## src/rtl/alu_op_sequencer.sv

```systemverilog
// alu_op_sequencer: walks the Datapath control inputs through one ALU operation
//   (fetch/decode/exec/write-back lo [/hi]) or a register-file preload.
// Latency: preload 2 busy cycles, op 6 (8 with high-half write-back) incl. DONE.
// Backpressure: oReady is high only in IDLE; requests are taken only then, and
//   preload wins over start (start must be held until it is accepted).
//
// Ports:
//   iClk, iRst                  clock, synchronous active-high reset
//   iPreValid/iPreAddr/iPreData preload request (write iPreData into RF[iPreAddr])
//   iStart + command fields     operation request (opcode, Ra/Rb/Rc, imm, hi half)
//   oReady, oDone               handshake / completion pulse
//   o* Datapath drives          decoded from state + latched command
//   oOpCount                    wrapping count of completed operations

module alu_op_sequencer #(
  parameter int DATA_W = 32,
  parameter int RF_AW  = 4,
  parameter int CTRL_W = 4,
  parameter int CNT_W  = 16
) (
  input  logic              iClk,
  input  logic              iRst,
  // preload request
  input  logic              iPreValid,
  input  logic [RF_AW-1:0]  iPreAddr,
  input  logic [DATA_W-1:0] iPreData,
  // operation request
  input  logic              iStart,
  input  logic [CTRL_W-1:0] iOpCtrl,
  input  logic [RF_AW-1:0]  iRa,
  input  logic [RF_AW-1:0]  iRb,
  input  logic [RF_AW-1:0]  iRc,
  input  logic              iUseImm,
  input  logic [DATA_W-1:0] iImm,
  input  logic              iHiEn,
  input  logic [RF_AW-1:0]  iRcHi,
  // handshake
  output logic              oReady,
  output logic              oDone,
  // Datapath drives
  output logic [DATA_W-1:0] oMemData,
  output logic              oPC_nRst,
  output logic              oPC_en,
  output logic              oPC_jmp,
  output logic              oMUX_MAP,
  output logic [RF_AW-1:0]  oRF_AddrA,
  output logic [RF_AW-1:0]  oRF_AddrB,
  output logic [RF_AW-1:0]  oRF_AddrC,
  output logic              oRF_Write,
  output logic              oRWB_en,
  output logic              oRA_en,
  output logic              oRB_en,
  output logic              oRZH_en,
  output logic              oRZL_en,
  output logic [CTRL_W-1:0] oALU_Ctrl,
  output logic [DATA_W-1:0] oImm32,
  output logic              oMUX_BIS,
  output logic              oMUX_RZHS,
  output logic              oMUX_WBM,
  output logic              oMUX_WBP,
  output logic              oMUX_ASS,
  // statistics
  output logic [CNT_W-1:0]  oOpCount
);

  typedef enum logic [3:0] {
    S_IDLE   = 4'd0,
    S_PRE_A  = 4'd1,
    S_PRE_B  = 4'd2,
    S_FETCH  = 4'd3,
    S_DECODE = 4'd4,
    S_EXEC   = 4'd5,
    S_WB_LO  = 4'd6,
    S_WR_LO  = 4'd7,
    S_WB_HI  = 4'd8,
    S_WR_HI  = 4'd9,
    S_DONE   = 4'd10
  } state_e;

  state_e state_q, state_d;

  // latched preload request
  logic [RF_AW-1:0]  pre_addr_q, pre_addr_d;
  logic [DATA_W-1:0] pre_data_q, pre_data_d;

  // latched operation command
  logic [CTRL_W-1:0] op_ctrl_q, op_ctrl_d;
  logic [RF_AW-1:0]  ra_q, ra_d;
  logic [RF_AW-1:0]  rb_q, rb_d;
  logic [RF_AW-1:0]  rc_q, rc_d;
  logic              use_imm_q, use_imm_d;
  logic [DATA_W-1:0] imm_q, imm_d;
  logic              hi_en_q, hi_en_d;
  logic [RF_AW-1:0]  rc_hi_q, rc_hi_d;

  // PC reset release is sticky: once the first fetch happened the PC keeps running
  logic              pc_live_q, pc_live_d;

  logic [CNT_W-1:0]  op_count_q, op_count_d;

  // ---------------------------------------------------------------------------
  // State and command registers
  // ---------------------------------------------------------------------------
  always_ff @(posedge iClk) begin
    if (iRst) begin
      state_q    <= S_IDLE;
      pre_addr_q <= '0;
      pre_data_q <= '0;
      op_ctrl_q  <= '0;
      ra_q       <= '0;
      rb_q       <= '0;
      rc_q       <= '0;
      use_imm_q  <= 1'b0;
      imm_q      <= '0;
      hi_en_q    <= 1'b0;
      rc_hi_q    <= '0;
      pc_live_q  <= 1'b0;
      op_count_q <= '0;
    end else begin
      state_q    <= state_d;
      pre_addr_q <= pre_addr_d;
      pre_data_q <= pre_data_d;
      op_ctrl_q  <= op_ctrl_d;
      ra_q       <= ra_d;
      rb_q       <= rb_d;
      rc_q       <= rc_d;
      use_imm_q  <= use_imm_d;
      imm_q      <= imm_d;
      hi_en_q    <= hi_en_d;
      rc_hi_q    <= rc_hi_d;
      pc_live_q  <= pc_live_d;
      op_count_q <= op_count_d;
    end
  end

  // ---------------------------------------------------------------------------
  // Next-state, request capture and counter
  // ---------------------------------------------------------------------------
  always_comb begin
    state_d    = state_q;
    pre_addr_d = pre_addr_q;
    pre_data_d = pre_data_q;
    op_ctrl_d  = op_ctrl_q;
    ra_d       = ra_q;
    rb_d       = rb_q;
    rc_d       = rc_q;
    use_imm_d  = use_imm_q;
    imm_d      = imm_q;
    hi_en_d    = hi_en_q;
    rc_hi_d    = rc_hi_q;
    pc_live_d  = pc_live_q;
    op_count_d = op_count_q;

    unique case (state_q)
      S_IDLE: begin
        // Preload takes priority; a concurrent start stays pending on its input.
        if (iPreValid) begin
          pre_addr_d = iPreAddr;
          pre_data_d = iPreData;
          state_d    = S_PRE_A;
        end else if (iStart) begin
          op_ctrl_d = iOpCtrl;
          ra_d      = iRa;
          rb_d      = iRb;
          rc_d      = iRc;
          use_imm_d = iUseImm;
          imm_d     = iImm;
          hi_en_d   = iHiEn;
          rc_hi_d   = iRcHi;
          state_d   = S_FETCH;
        end
      end
      S_PRE_A:  state_d = S_PRE_B;
      S_PRE_B:  state_d = S_IDLE;
      S_FETCH: begin
        pc_live_d = 1'b1;
        state_d   = S_DECODE;
      end
      S_DECODE: state_d = S_EXEC;
      S_EXEC:   state_d = S_WB_LO;
      S_WB_LO:  state_d = S_WR_LO;
      S_WR_LO:  state_d = hi_en_q ? S_WB_HI : S_DONE;
      S_WB_HI:  state_d = S_WR_HI;
      S_WR_HI:  state_d = S_DONE;
      S_DONE: begin
        // Counter wraps naturally at its width.
        op_count_d = op_count_q + 1'b1;
        state_d    = S_IDLE;
      end
      default:  state_d = S_IDLE;
    endcase
  end

  // ---------------------------------------------------------------------------
  // Output decode (pure function of state and latched fields)
  // ---------------------------------------------------------------------------
  logic hold_win;

  always_comb begin
    // Opcode, immediate and B-select are held stable across the whole
    // decode..write-back window so the Datapath sees no glitching mid-op.
    hold_win = (state_q == S_DECODE) || (state_q == S_EXEC)  ||
               (state_q == S_WB_LO)  || (state_q == S_WR_LO) ||
               (state_q == S_WB_HI)  || (state_q == S_WR_HI);

    oReady    = 1'b0;
    oDone     = 1'b0;
    oMemData  = '0;
    oPC_nRst  = pc_live_q;
    oPC_en    = 1'b0;
    oPC_jmp   = 1'b0;
    oMUX_MAP  = 1'b0;
    oRF_AddrA = '0;
    oRF_AddrB = '0;
    oRF_AddrC = '0;
    oRF_Write = 1'b0;
    oRWB_en   = 1'b0;
    oRA_en    = 1'b0;
    oRB_en    = 1'b0;
    oRZH_en   = 1'b0;
    oRZL_en   = 1'b0;
    oALU_Ctrl = hold_win ? op_ctrl_q : '0;
    oImm32    = hold_win ? imm_q     : '0;
    oMUX_BIS  = hold_win ? use_imm_q : 1'b0;
    oMUX_RZHS = 1'b0;
    oMUX_WBM  = 1'b0;
    oMUX_WBP  = 1'b0;
    oMUX_ASS  = 1'b0;

    unique case (state_q)
      S_IDLE: oReady = 1'b1;
      S_PRE_A: begin
        // Memory-data path feeds the write-back register.
        oMemData = pre_data_q;
        oMUX_WBM = 1'b1;
        oRWB_en  = 1'b1;
      end
      S_PRE_B: begin
        oRF_AddrC = pre_addr_q;
        oRF_Write = 1'b1;
      end
      S_FETCH: begin
        oPC_nRst = 1'b1;
        oPC_en   = 1'b1;
        oPC_jmp  = 1'b1;
        oMUX_MAP = 1'b1;
      end
      S_DECODE: begin
        oRF_AddrA = ra_q;
        oRF_AddrB = rb_q;
        oRA_en    = 1'b1;
        oRB_en    = 1'b1;
      end
      S_EXEC: begin
        oRZH_en = 1'b1;
        oRZL_en = 1'b1;
      end
      S_WB_LO: begin
        // ALU low half through write-back; all write-back muxes at 0.
        oRWB_en = 1'b1;
      end
      S_WR_LO: begin
        oRF_AddrC = rc_q;
        oRF_Write = 1'b1;
      end
      S_WB_HI: begin
        oRWB_en   = 1'b1;
        oMUX_RZHS = 1'b1;
      end
      S_WR_HI: begin
        // Written after the low half, so Rc == RcHi leaves the high half.
        oRF_AddrC = rc_hi_q;
        oRF_Write = 1'b1;
      end
      S_DONE:  oDone = 1'b1;
      default: ;
    endcase
  end

  assign oOpCount = op_count_q;

endmodule
```

## config.mk

```make
export PLATFORM = sky130hd
export DESIGN_NAME = alu_op_sequencer
export DESIGN_NICKNAME = d
export VERILOG_FILES = /design/src/rtl/alu_op_sequencer.sv
export SDC_FILE = /design/constraint.sdc
export NUM_CORES = 1
export LEC_CHECK = 0
export CORE_MARGIN = 1.5
export CORE_UTILIZATION = 42
export DETAILED_ROUTE_END_ITERATION = 10
export PLACE_DENSITY_LB_ADDON = 0.25
export SLEW_MARGIN = 5
export SYNTH_ARGS = -nofsm -noshare
export SYNTH_HDL_FRONTEND = slang
export SYNTH_SLANG_ARGS = --single-unit
```

## constraint.sdc

```tcl
create_clock -name iClk -period 2.4 [get_ports iClk]
set_input_delay 0.24 -clock iClk [delete_from_list [all_inputs] [get_ports iClk]]
set_output_delay 0.24 -clock iClk [all_outputs]
set_load 0.005 [all_outputs]
```

Word-level counts from Yosys, hierarchy flattened:

Index checks and enable logic that the tools add are counted.

* register bits after elaboration: 111
* bits of input ports: 94
* output and inout port bits: 113
* logic and storage cells: 57

* add/sub/neg operators: 1
* equal/unequal tests: 11
* mux-type cells: 21
* bitwise gates (word level): 1
* reduce and logical (&&, ||, !) cells: 10

Operators with widths (count)
* $mux W32: 2
* $pmux W4 S9: 1
* $mux W4: 5
* $add A16 B1 Y16 const B: 1
* $eq A4 B3 Y1 const B: 4
* $eq A4 B4 Y1 const B: 3
* $pmux W4 S3: 1
* $mux W1: 11
* $eq A4 B2 Y1 const B: 2
* $reduce_or A3 Y1: 2
* $logic_or A1 B1 Y1: 5
* $eq A4 B1 Y1 const B: 1
* $logic_not A4 Y1: 1
* $ne A3 B3 Y1 const B: 1
* $reduce_and A3 Y1: 1
* $mux W2: 1
* $reduce_and A2 Y1: 1
* $not A1 Y1: 1

Logic depth before layout (Yosys ltp):

* depth in word-level cells: 7
* gate-level depth with buffers: 7
* depth with buffers taken out: 5

Worst setup path after synthesis:

No wires, ideal clock.

* path type: register to register
* from: register op_count_q[0], in the netlist oOpCount[0]
* to: register op_count_q[14], in the netlist oOpCount[14]
* setup time: 0.070 ns
* arrival time: 1.640 ns
* data required time: 2.330 ns
* slack: 0.690 ns
* cell stages (with the launch flop): 6
* buffers on the path: 0
* clock period less this slack: 1.710 ns
* path through: dfxtp_1 ha_1 nand2_1 or4_1 or3_1 a21oi_1

* cells in the longest elaborated chain, start to end: 1

Ends and longest elaborated chain
* start: declaration: RTL line 99 `logic [CNT_W-1:0] op_count_q, op_count_d;`
* start signal: assignment: RTL line 132 `op_count_q <= op_count_d;`
* $add A16 B1 Y16: RTL line 187 `op_count_d = op_count_q + 1'b1;`

Every way passes these cells.
A chain may end at the register's enable or synchronous reset.

Worst setup path in the final report:

* from: register state_q[1]
* to: output port oMemData[23]

* cells in the longest elaborated chain, start to end: 2

Ends and longest elaborated chain
* start: declaration: RTL line 80 `state_e state_q, state_d;`
* start signal: assignment: RTL line 120 `state_q <= state_d;`
* $eq A4 B1 Y1: RTL line 230 `unique case (state_q)`
* $mux W32: RTL line 230
* end: declaration: RTL line 41 `output logic [DATA_W-1:0] oMemData,`

Every way passes these cells.

==> metrics.txt <==
maximum number of pins on one net before global-route repair=55; Cell Rows=38; Leak=0.00251 uW; # clock sinks=111; biggest fanout along the worst timing path=33; CP startpoint kind=flop; H-tree lvl count=3; final cell count without fillers=952; Die Wd=109 um; post-detailed-route count of antenna-violating nets=0; maximum clock frequency=444 MHz; Vias=4682; Post-Layout Inst Area=7170 um2; cell total after placement=936; buffer depth of the longest clock path=2; CTS Root Cell=sky130_fd_sc_hd__clkbuf_16; WP data arrival=2.01 ns; final estimated routing congestion in global placement=0.803; Worst Clk Skew=0.00540 ns; stage delay of the slowest cell on the critical path=0.53 ns; clock slew seen by the registers of the worst setup and hold paths=0.07 ns; final wirelength=12700 um; min-delay worst type=primary input to flop; relative slew slack=0.649; number of buffer cells added on primary ports=204; count of distinct cell types in the synthesized netlist=37; Fill cells=967; share of synthesized area occupied by flip-flops and latches=0.467; clock buffers created by TritonCTS=9; Min Clock Period, post-route=2.25 ns; total of endpoints with negative setup slack in the final report=0; post-detailed-route via-to-cell ratio=4.92; total grt overflow=0; post-route core utilization=0.655; starting density of the core=0.435; gr usage total=0.211; cell type of the slowest stage on the worst timing path=sky130_fd_sc_hd__clkdlybuf4s50_1; Synth Cell Area=4750 um2; worst IR drop on VDD=0.313 mV; final worst setup slack=0.146 ns; drt first-iter violations=242; slew at the pin with the worst max-slew slack=0.526 ns; number of warnings printed during yosys synthesis=0; setup fix buffers added after clock tree synthesis=0; layout cells sized above 1=0.0542; clock tree from TritonCTS=built; Layout area overhead=50.8%; power density normalized to cell area=607 nW/um2; number of max-cap violations=0; number of pins with negative max-slew slack in the final report=0; critical path capture point type=output pin; y dimension of the die=109 um; Final Cycle Share=0.939; clk_lat worst skew=0.34 ns; count of final hold-check violations=0; worst slack, placed=0.288 ns; number of I/O pins=207; Cell Area, Placed=6870 um2; required time at the worst-slack endpoint=2.16 ns; Die Outline Area=12000 um2; net count reported at finish=902; Pre-antenna DRT Iters=4; half-perimeter wire length after placement=9060 um; antenna cells=0; gate count of the mapped netlist=626; RSZ-0062 raised after global routing=false; hold_buf cts=0; final routed wire length divided by cell count=13.4 um; worst setup path class=flop to output pin; Mapped Avg Cell Area=7.59 um2; Register Area=2230 um2; outcome=complete, no violations; FF+latch count, synth=111; total buffers and inverters traversed by the critical path=2; chain of cells forming the critical path=nand2b_1, nor3_2, buf_6, and2_1, clkdlybuf4s50_1; setup tns final=0 ns; core box area=10900 um2; initial antenna violation count=0; number of global-route vias before repair=4300; CP top delay family=buffers and inverters; global-route wire length before repair=20200 um; total area of multi-input combinational cells=2320 um2; final routed DRC violation total=0
## cells in the mapped netlist
| cell type | n | share of area |
|---|---|---|
| sky130_fd_sc_hd__a21oi_1 | 100 | 0.11 |
| sky130_fd_sc_hd__a22oi_1 | 4 | 0.0063 |
| sky130_fd_sc_hd__and2_1 | 41 | 0.054 |
| sky130_fd_sc_hd__and3b_1 | 1 | 0.0018 |
| sky130_fd_sc_hd__and4_1 | 1 | 0.0018 |
| sky130_fd_sc_hd__buf_2 | 12 | 0.013 |
| sky130_fd_sc_hd__buf_4 | 6 | 0.0095 |
| sky130_fd_sc_hd__clkbuf_1 | 29 | 0.023 |
| sky130_fd_sc_hd__conb_1 | 1 | 0.00079 |
| sky130_fd_sc_hd__dfxtp_1 | 111 | 0.47 |
| sky130_fd_sc_hd__ha_1 | 1 | 0.0026 |
| sky130_fd_sc_hd__inv_1 | 3 | 0.0024 |
| sky130_fd_sc_hd__mux2_2 | 1 | 0.0024 |
| sky130_fd_sc_hd__nand2_1 | 198 | 0.16 |
| sky130_fd_sc_hd__nand2b_1 | 3 | 0.0039 |
| sky130_fd_sc_hd__nand3_1 | 4 | 0.0042 |
| sky130_fd_sc_hd__nand3b_1 | 1 | 0.0016 |
| sky130_fd_sc_hd__nand4_1 | 3 | 0.0039 |
| sky130_fd_sc_hd__nand4_2 | 1 | 0.0026 |
| sky130_fd_sc_hd__nand4bb_2 | 1 | 0.0034 |
| sky130_fd_sc_hd__nor2_1 | 18 | 0.014 |
| sky130_fd_sc_hd__nor2b_1 | 42 | 0.055 |
| sky130_fd_sc_hd__nor3_1 | 10 | 0.011 |
| sky130_fd_sc_hd__nor3b_1 | 1 | 0.0016 |
| sky130_fd_sc_hd__nor4_1 | 3 | 0.0039 |
| sky130_fd_sc_hd__nor4_2 | 1 | 0.0026 |
| sky130_fd_sc_hd__o21ai_0 | 6 | 0.0063 |
| sky130_fd_sc_hd__o21ba_2 | 1 | 0.0021 |
| sky130_fd_sc_hd__o21bai_1 | 1 | 0.0016 |
| sky130_fd_sc_hd__o32ai_1 | 1 | 0.0018 |
| sky130_fd_sc_hd__or2_0 | 1 | 0.0013 |
| sky130_fd_sc_hd__or2_2 | 2 | 0.0026 |
| sky130_fd_sc_hd__or3_1 | 4 | 0.0053 |
| sky130_fd_sc_hd__or4_1 | 1 | 0.0016 |
| sky130_fd_sc_hd__or4b_4 | 1 | 0.0029 |
| sky130_fd_sc_hd__xnor2_1 | 6 | 0.011 |
| sky130_fd_sc_hd__xor2_1 | 5 | 0.0092 |
## placed cells by master (no fill, tap or decap), types with 6 or more instances in the layout
master and n:
sky130_fd_sc_hd__nor3_1 9, sky130_fd_sc_hd__nand2_1 198, sky130_fd_sc_hd__buf_4 11, sky130_fd_sc_hd__clkbuf_16 9
sky130_fd_sc_hd__nor2_1 18, sky130_fd_sc_hd__a21oi_1 99, sky130_fd_sc_hd__o21ai_0 6, sky130_fd_sc_hd__xnor2_1 6
sky130_fd_sc_hd__clkdlybuf4s50_1 203, sky130_fd_sc_hd__and2_1 41, sky130_fd_sc_hd__dfxtp_1 107, sky130_fd_sc_hd__nor2b_1 42
## layer usage
metal / routed length, um / vias up / global-route usage / share of wire
li1: - / 2373 / - / -
met1: 5400 / 2151 / 0.265 / 0.42
met2: 6270 / 137 / 0.358 / 0.49
met3: 779 / 21 / 0.0403 / 0.061
met4: 277 / 0 / 0.0807 / 0.022
met5: 0 / - / 0 / 0
## state kept, by name, summed over array words and instances (netlist names)
register    flops
imm_q          32
pre_data_q     32
oOpCount       16
op_ctrl_q       4
pre_addr_q      4
ra_q            4
rb_q            4
rc_hi_q         4
rc_q            4
state_q         4
hi_en_q         1
pc_live_q       1
use_imm_q       1
## cell type report
type	count	area share
Clock inverter	6	0.00611
Inverter	3	0.00157
Tap cell	140	0.0244
Timing Repair Buffer	216	0.299
Multi-Input combinational cell	466	0.324
Sequential cell	111	0.311
Clock buffer	10	0.0333
## worst paths after layout
| path | startpoint | to | slack, ns | depth (start not counted) |
|---|---|---|---|---|
| max | state_q[1] | oMemData[23] | 0.15 | 5 |
| min | iRst | oOpCount[10] | 0.33 | 2 |
| max reg2reg | state_q[3] | oOpCount[14] | 0.48 | 4 |
| min reg2reg | pre_data_q[24] | pre_data_q[24] | 0.45 | 2 |
## cells by family (layout without fill, tap and decap cells)
| group | count (synthesis) | in the layout | synth area share |
|---|---|---|---|
| simple gates | 338 | 338 | 0.336 |
| other cells | 1 | 2 | 0.000789 |
| xor+xnor | 11 | 11 | 0.0203 |
| flops | 111 | 111 | 0.467 |
| buf+inv | 50 | 235 | 0.0474 |
| mux | 1 | 1 | 0.00237 |
| compound gates | 113 | 113 | 0.123 |
| fa+ha+maj | 1 | 1 | 0.00263 |
## through the flow
step | hold slack (ns) | power, uW
final | 0.330 | 4350
after global routing | 0.365 | 4590
after CTS | 0.324 | 4400
after detailed placement | 0.443 | 2990
after global placement | 0.437 | 2970
after floorplan | 0.376 | 2580
## what timing repair did
| item | 4_1_cts | 5_1_grt |
|---|---|---|
| setup endpoints to repair | 81 | 73 |
| gates resized for setup | 3 | 4 |
| hold endpoints to repair | 0 | 0 |
## power by group
group,switching (uW),internal (uW)
Combinational,436,437
Clock,663,738
Sequential,89.1,1990
Note: power is estimated with default switching activity, not from simulation.
==> RTL change 1 (config.mk and constraints unchanged) <==
`CNT_W`: 16 -> 32.
--- a/src/rtl/alu_op_sequencer.sv
+++ b/src/rtl/alu_op_sequencer.sv
@@ -16,7 +16,7 @@
   parameter int DATA_W = 32,
   parameter int RF_AW  = 4,
   parameter int CTRL_W = 4,
-  parameter int CNT_W  = 16
+  parameter int CNT_W  = 32
 ) (
   input  logic              iClk,
   input  logic              iRst,
Interface: changed (resized oOpCount); port bits go from 207 to 223. No check against the original RTL was run, so the function may have changed too.
==> RTL change 1 against the unedited design <==
Design area up 20%. Via count up 18%. Sequential cell count up 16. Power up 31%. Synthesized cell count up 16%. Register-to-register slack worse by 0.29 ns. Worst setup slack worse by 0.087 ns. Routed wire length up 22%. Area after synthesis up 17%. Count of clock-buffer cells in the layout up 17. First-iteration DRC count up 17%. Critical endpoint is now oMemData[16].
==> RTL change 1: results (changes against the unedited design) <==
detailed placement HPWL 10350 µm (was 9057 µm); WL met1 6917 µm (was 5398 µm); wire length on met3 845 µm (was 779 µm); sequential area share after synthesis 0.4562 (was 0.4675); number of clock buffer instances in the layout 27 (was 10); top cells by area, synth sky130_fd_sc_hd__dfxtp_1 (46%), sky130_fd_sc_hd__nand2_1 (14%), sky130_fd_sc_hd__a21oi_1 (10%), sky130_fd_sc_hd__nor2b_1 (5.3%), sky130_fd_sc_hd__and2_1 (4.7%) (was sky130_fd_sc_hd__dfxtp_1 (47%), sky130_fd_sc_hd__nand2_1 (16%), sky130_fd_sc_hd__a21oi_1 (11%), sky130_fd_sc_hd__nor2b_1 (5.5%), sky130_fd_sc_hd__and2_1 (5.4%)); Switching Share 0.2470 (was 0.2729); Final Util 0.6724 (was 0.6554); vias post-DR 5513 (was 4682); count of flip-flops and latches 127 (was 111); placed cell count 1081 (was 936); leak pwr 3.033 nW (was 2.514 nW); bufs w/o clock 237 (was 216); proportion of cell area spent on the clock network 0.06584 (was 0.03946); gate count of the mapped netlist 728 (was 626); Post-Route WL 15470 µm (was 12730 µm); vias in the first global route 4905 (was 4300); actual slew at the worst max-slew pin 0.5832 ns (was 0.5259 ns); proportion of cell area occupied by multi-input gates 0.3314 (was 0.3237); iteration-0 DRC count of the detailed router 283 (was 242); mean routed wirelength per cell 13.89 µm (was 13.37 µm); async set-or-reset flop fraction in the synthesized netlist 0 (unchanged); global-route wire length before repair 24600 µm (was 20180 µm); result of the run complete, no violations (unchanged); synth cell count leaders sky130_fd_sc_hd__nand2_1 (202), sky130_fd_sc_hd__dfxtp_1 (127), sky130_fd_sc_hd__a21oi_1 (112) (was sky130_fd_sc_hd__nand2_1 (198), sky130_fd_sc_hd__dfxtp_1 (111), sky130_fd_sc_hd__a21oi_1 (100)); total CTS buffers 17 (was 9); routed length on met2 7530 µm (was 6273 µm); worst slack at placement 0.2328 ns (was 0.2882 ns); fraction of area in registers 0.2961 (was 0.3115); Placed Instance Area 7929 µm² (was 6870 µm²); total routing usage reported by global routing 0.2177 (was 0.2113); Port Buffers 220 (was 204); cell with the largest stage delay on the worst path sky130_fd_sc_hd__clkdlybuf4s50_1 (unchanged); Max IR drop VDD 0.6160 mV (was 0.3133 mV); number of library cell types mapped by synthesis 38 (was 37); fraction of final layout cells sized beyond drive strength 1 0.07962 (was 0.05419); worst endpoint data arrival time 2.10 ns (was 2.01 ns); layout multi-input combinational cell count 541 (was 466); clock-pin slew of the registers on the worst-case setup and hold paths 0.05 ns (was 0.07 ns); number of nets in the final layout 1024 (was 902); most common flop cell mapped by yosys sky130_fd_sc_hd__dfxtp_1 (unchanged); final RePlAce weighted congestion 0.8199 (was 0.8031); number of search-and-repair iterations in the first detailed-routing pass 7 (was 4); nonclk inv count 5 (was 3); Non-clock buffering overhead 0.2794 (was 0.2994); number of H-tree levels 4 (was 3)
-- RTL change 1: cell types whose count changed after synthesis, sizes merged, moves of 4 or more --
cell and change:
mux2 +4, a21oi +12, nand2 +4, or3 +4, nand4 +7, or4 +12
buf -4, dfxtp +16, nor2b +5, nand3 +6, clkbuf +13, o31ai +10
-- RTL change 1: power groups by stage --
stage / Sequential (mW) / Clock [mW] / Combinational, mW
2_1_floorplan: 2.35 / 0 / 0.506
3_3_place_gp: 2.36 / 0 / 0.923
3_5_place_dp: 2.36 / 0 / 0.931
4_1_cts: 2.32 / 2.48 / 0.949
5_1_grt: 2.34 / 2.58 / 1.06
6_report: 2.32 / 2.43 / 0.963
-- RTL change 1: routing by layer --
| metal | global-route usage | vias up |
|---|---|---|
| li1 | - | 2812 |
| met1 | 0.2804 | 2535 |
| met2 | 0.3481 | 156 |
| met3 | 0.06950 | 10 |
| met4 | 0.06479 | 0 |
| met5 | 0 | - |
-- RTL change 1: cells by family (layout without fill, tap and decap cells) --
| kind of cell | after synthesis | after routing | synth area share |
|---|---|---|---|
| AND/OR/NAND/NOR | 383 | 383 | 0.3332 |
| flip-flops | 127 | 127 | 0.4562 |
| adder cells (fa/ha/maj) | 1 | 1 | 0.002245 |
| AO/OA/AOI/OAI | 140 | 140 | 0.1349 |
| XOR/XNOR | 10 | 10 | 0.01572 |
| buffers and inverters | 61 | 274 | 0.04692 |
| multiplexers | 5 | 5 | 0.01010 |
| other | 1 | 2 | 0.0006729 |
-- RTL change 1: path summary, 6_finish.rpt --
kind | from | slack (ns) | depth (start not counted) | to
min reg2reg | imm_q[13] | 0.45 | 2 | imm_q[13]
max | state_q[0] | 0.06 | 6 | oMemData[16]
min | iRst | 0.31 | 2 | pc_live_q
max reg2reg | oOpCount[4] | 0.19 | 4 | oOpCount[23]
==> RTL change 2 (same settings) <==
Made on the original files. Make the reset (`iRst`) asynchronous in one clocked block. Comments in the files are not updated.
--- a/src/rtl/alu_op_sequencer.sv
+++ b/src/rtl/alu_op_sequencer.sv
@@ -101,7 +101,7 @@
   // ---------------------------------------------------------------------------
   // State and command registers
   // ---------------------------------------------------------------------------
-  always_ff @(posedge iClk) begin
+  always_ff @(posedge iClk or posedge iRst) begin
     if (iRst) begin
       state_q    <= S_IDLE;
       pre_addr_q <= '0;
Behaviour: differs if iRst is asserted again (counterexample within 4 cycles, from zero or initial values and one cycle with iRst high); with iRst held inactive, the same outputs for 10 cycles.
==> RTL change 2 against the unedited design <==
Sequential cell count stayed put. Design area grew 5.6%. Sequential share of layout area increased by 5.6 points. Area after synthesis is 6.3% higher. Routed wire length decreased by 5.4%. Critical path type unchanged. First-iteration DRC count fell by 57%. Highest routed layer unchanged. Worst setup slack worse by 0.044 ns.
Power is not compared: it rests on default switching activity, and its combinational part moved more than twofold at a synthesized area within 25%.
==> RTL change 2: results (changes against the unedited design) <==
global routing usage on met3 0.06695 (was 0.04031); fraction of final layout cells sized beyond drive strength 1 0.2151 (was 0.05419); adder-cell share of the synthesized area 0.002477 (was 0.002632); gate count of the mapped netlist 400 (was 626); top cells by area, synth sky130_fd_sc_hd__dfrtp_1 (55%), sky130_fd_sc_hd__mux2_2 (19%), sky130_fd_sc_hd__and2_1 (5.0%), sky130_fd_sc_hd__nor2b_1 (4.6%), sky130_fd_sc_hd__xor2_1 (2.3%) (was sky130_fd_sc_hd__dfxtp_1 (47%), sky130_fd_sc_hd__nand2_1 (16%), sky130_fd_sc_hd__a21oi_1 (11%), sky130_fd_sc_hd__nor2b_1 (5.5%), sky130_fd_sc_hd__and2_1 (5.4%)); total routing usage reported by global routing 0.1940 (was 0.2113); synth cell count leaders sky130_fd_sc_hd__dfrtp_1 (111), sky130_fd_sc_hd__mux2_2 (87), sky130_fd_sc_hd__and2_1 (40) (was sky130_fd_sc_hd__nand2_1 (198), sky130_fd_sc_hd__dfxtp_1 (111), sky130_fd_sc_hd__a21oi_1 (100)); met1 usage 0.2386 (was 0.2650); Post-Route Hold Slack 0.3567 ns (was 0.3305 ns); worst endpoint data arrival time 2.06 ns (was 2.01 ns); first element of the critical path state_q[3] (was state_q[1]); Via density 4.949 (was 4.918); global-route wire length before repair 19260 µm (was 20180 µm); result of the run complete, no violations (unchanged); number of filler instances in the final layout 927 (was 967); detailed placement HPWL 8677 µm (was 9057 µm); Slew HR 0.5220 (was 0.6494); number of nets in the final layout 701 (was 902); iteration-0 DRC count of the detailed router 103 (was 242); most common flop cell mapped by yosys sky130_fd_sc_hd__dfrtp_1 (was sky130_fd_sc_hd__dfxtp_1); Worst R2R Start state_q[0] (was state_q[3]); endpoint of the worst register-to-register path rc_hi_q[3] (was oOpCount[14]); routed length on met2 5799 µm (was 6273 µm); Placed Instance Area 7217 µm² (was 6870 µm²); setup slack of the worst register-to-register path 0.35 ns (was 0.48 ns); number of library cell types mapped by synthesis 38 (was 37); worst hold path class in -> async (was in -> reg)
RTL change 2: changes by cell type after synthesis, moves of 7 or more:
cell,before,now
sky130_fd_sc_hd__nand2_1,198,17
sky130_fd_sc_hd__dfrtp_1,0,111
sky130_fd_sc_hd__dfxtp_1,111,0
sky130_fd_sc_hd__a21oi_1,100,2
sky130_fd_sc_hd__mux2_2,1,87
sky130_fd_sc_hd__clkbuf_1,29,6
sky130_fd_sc_hd__nor2_1,18,10
sky130_fd_sc_hd__xor2_1,5,13
sky130_fd_sc_hd__buf_2,12,5
RTL change 2: where the power goes:
part | switching, mW | internal (mW) | leakage, nW
logic | 1.31 | 2.28 | 1.74
registers | 0.431 | 2.70 | 1.36
clock network | 0.643 | 0.748 | 0.129
RTL change 2: area by class of cell:
class                   instances  area share
inverters                       2    0.001488
repair buffers                220      0.2908
multi-input cells             262      0.2806
clock buffers                  11     0.03340
flip-flops and latches        111      0.3674
well taps                     143     0.02364
clock inverters                 3    0.002646
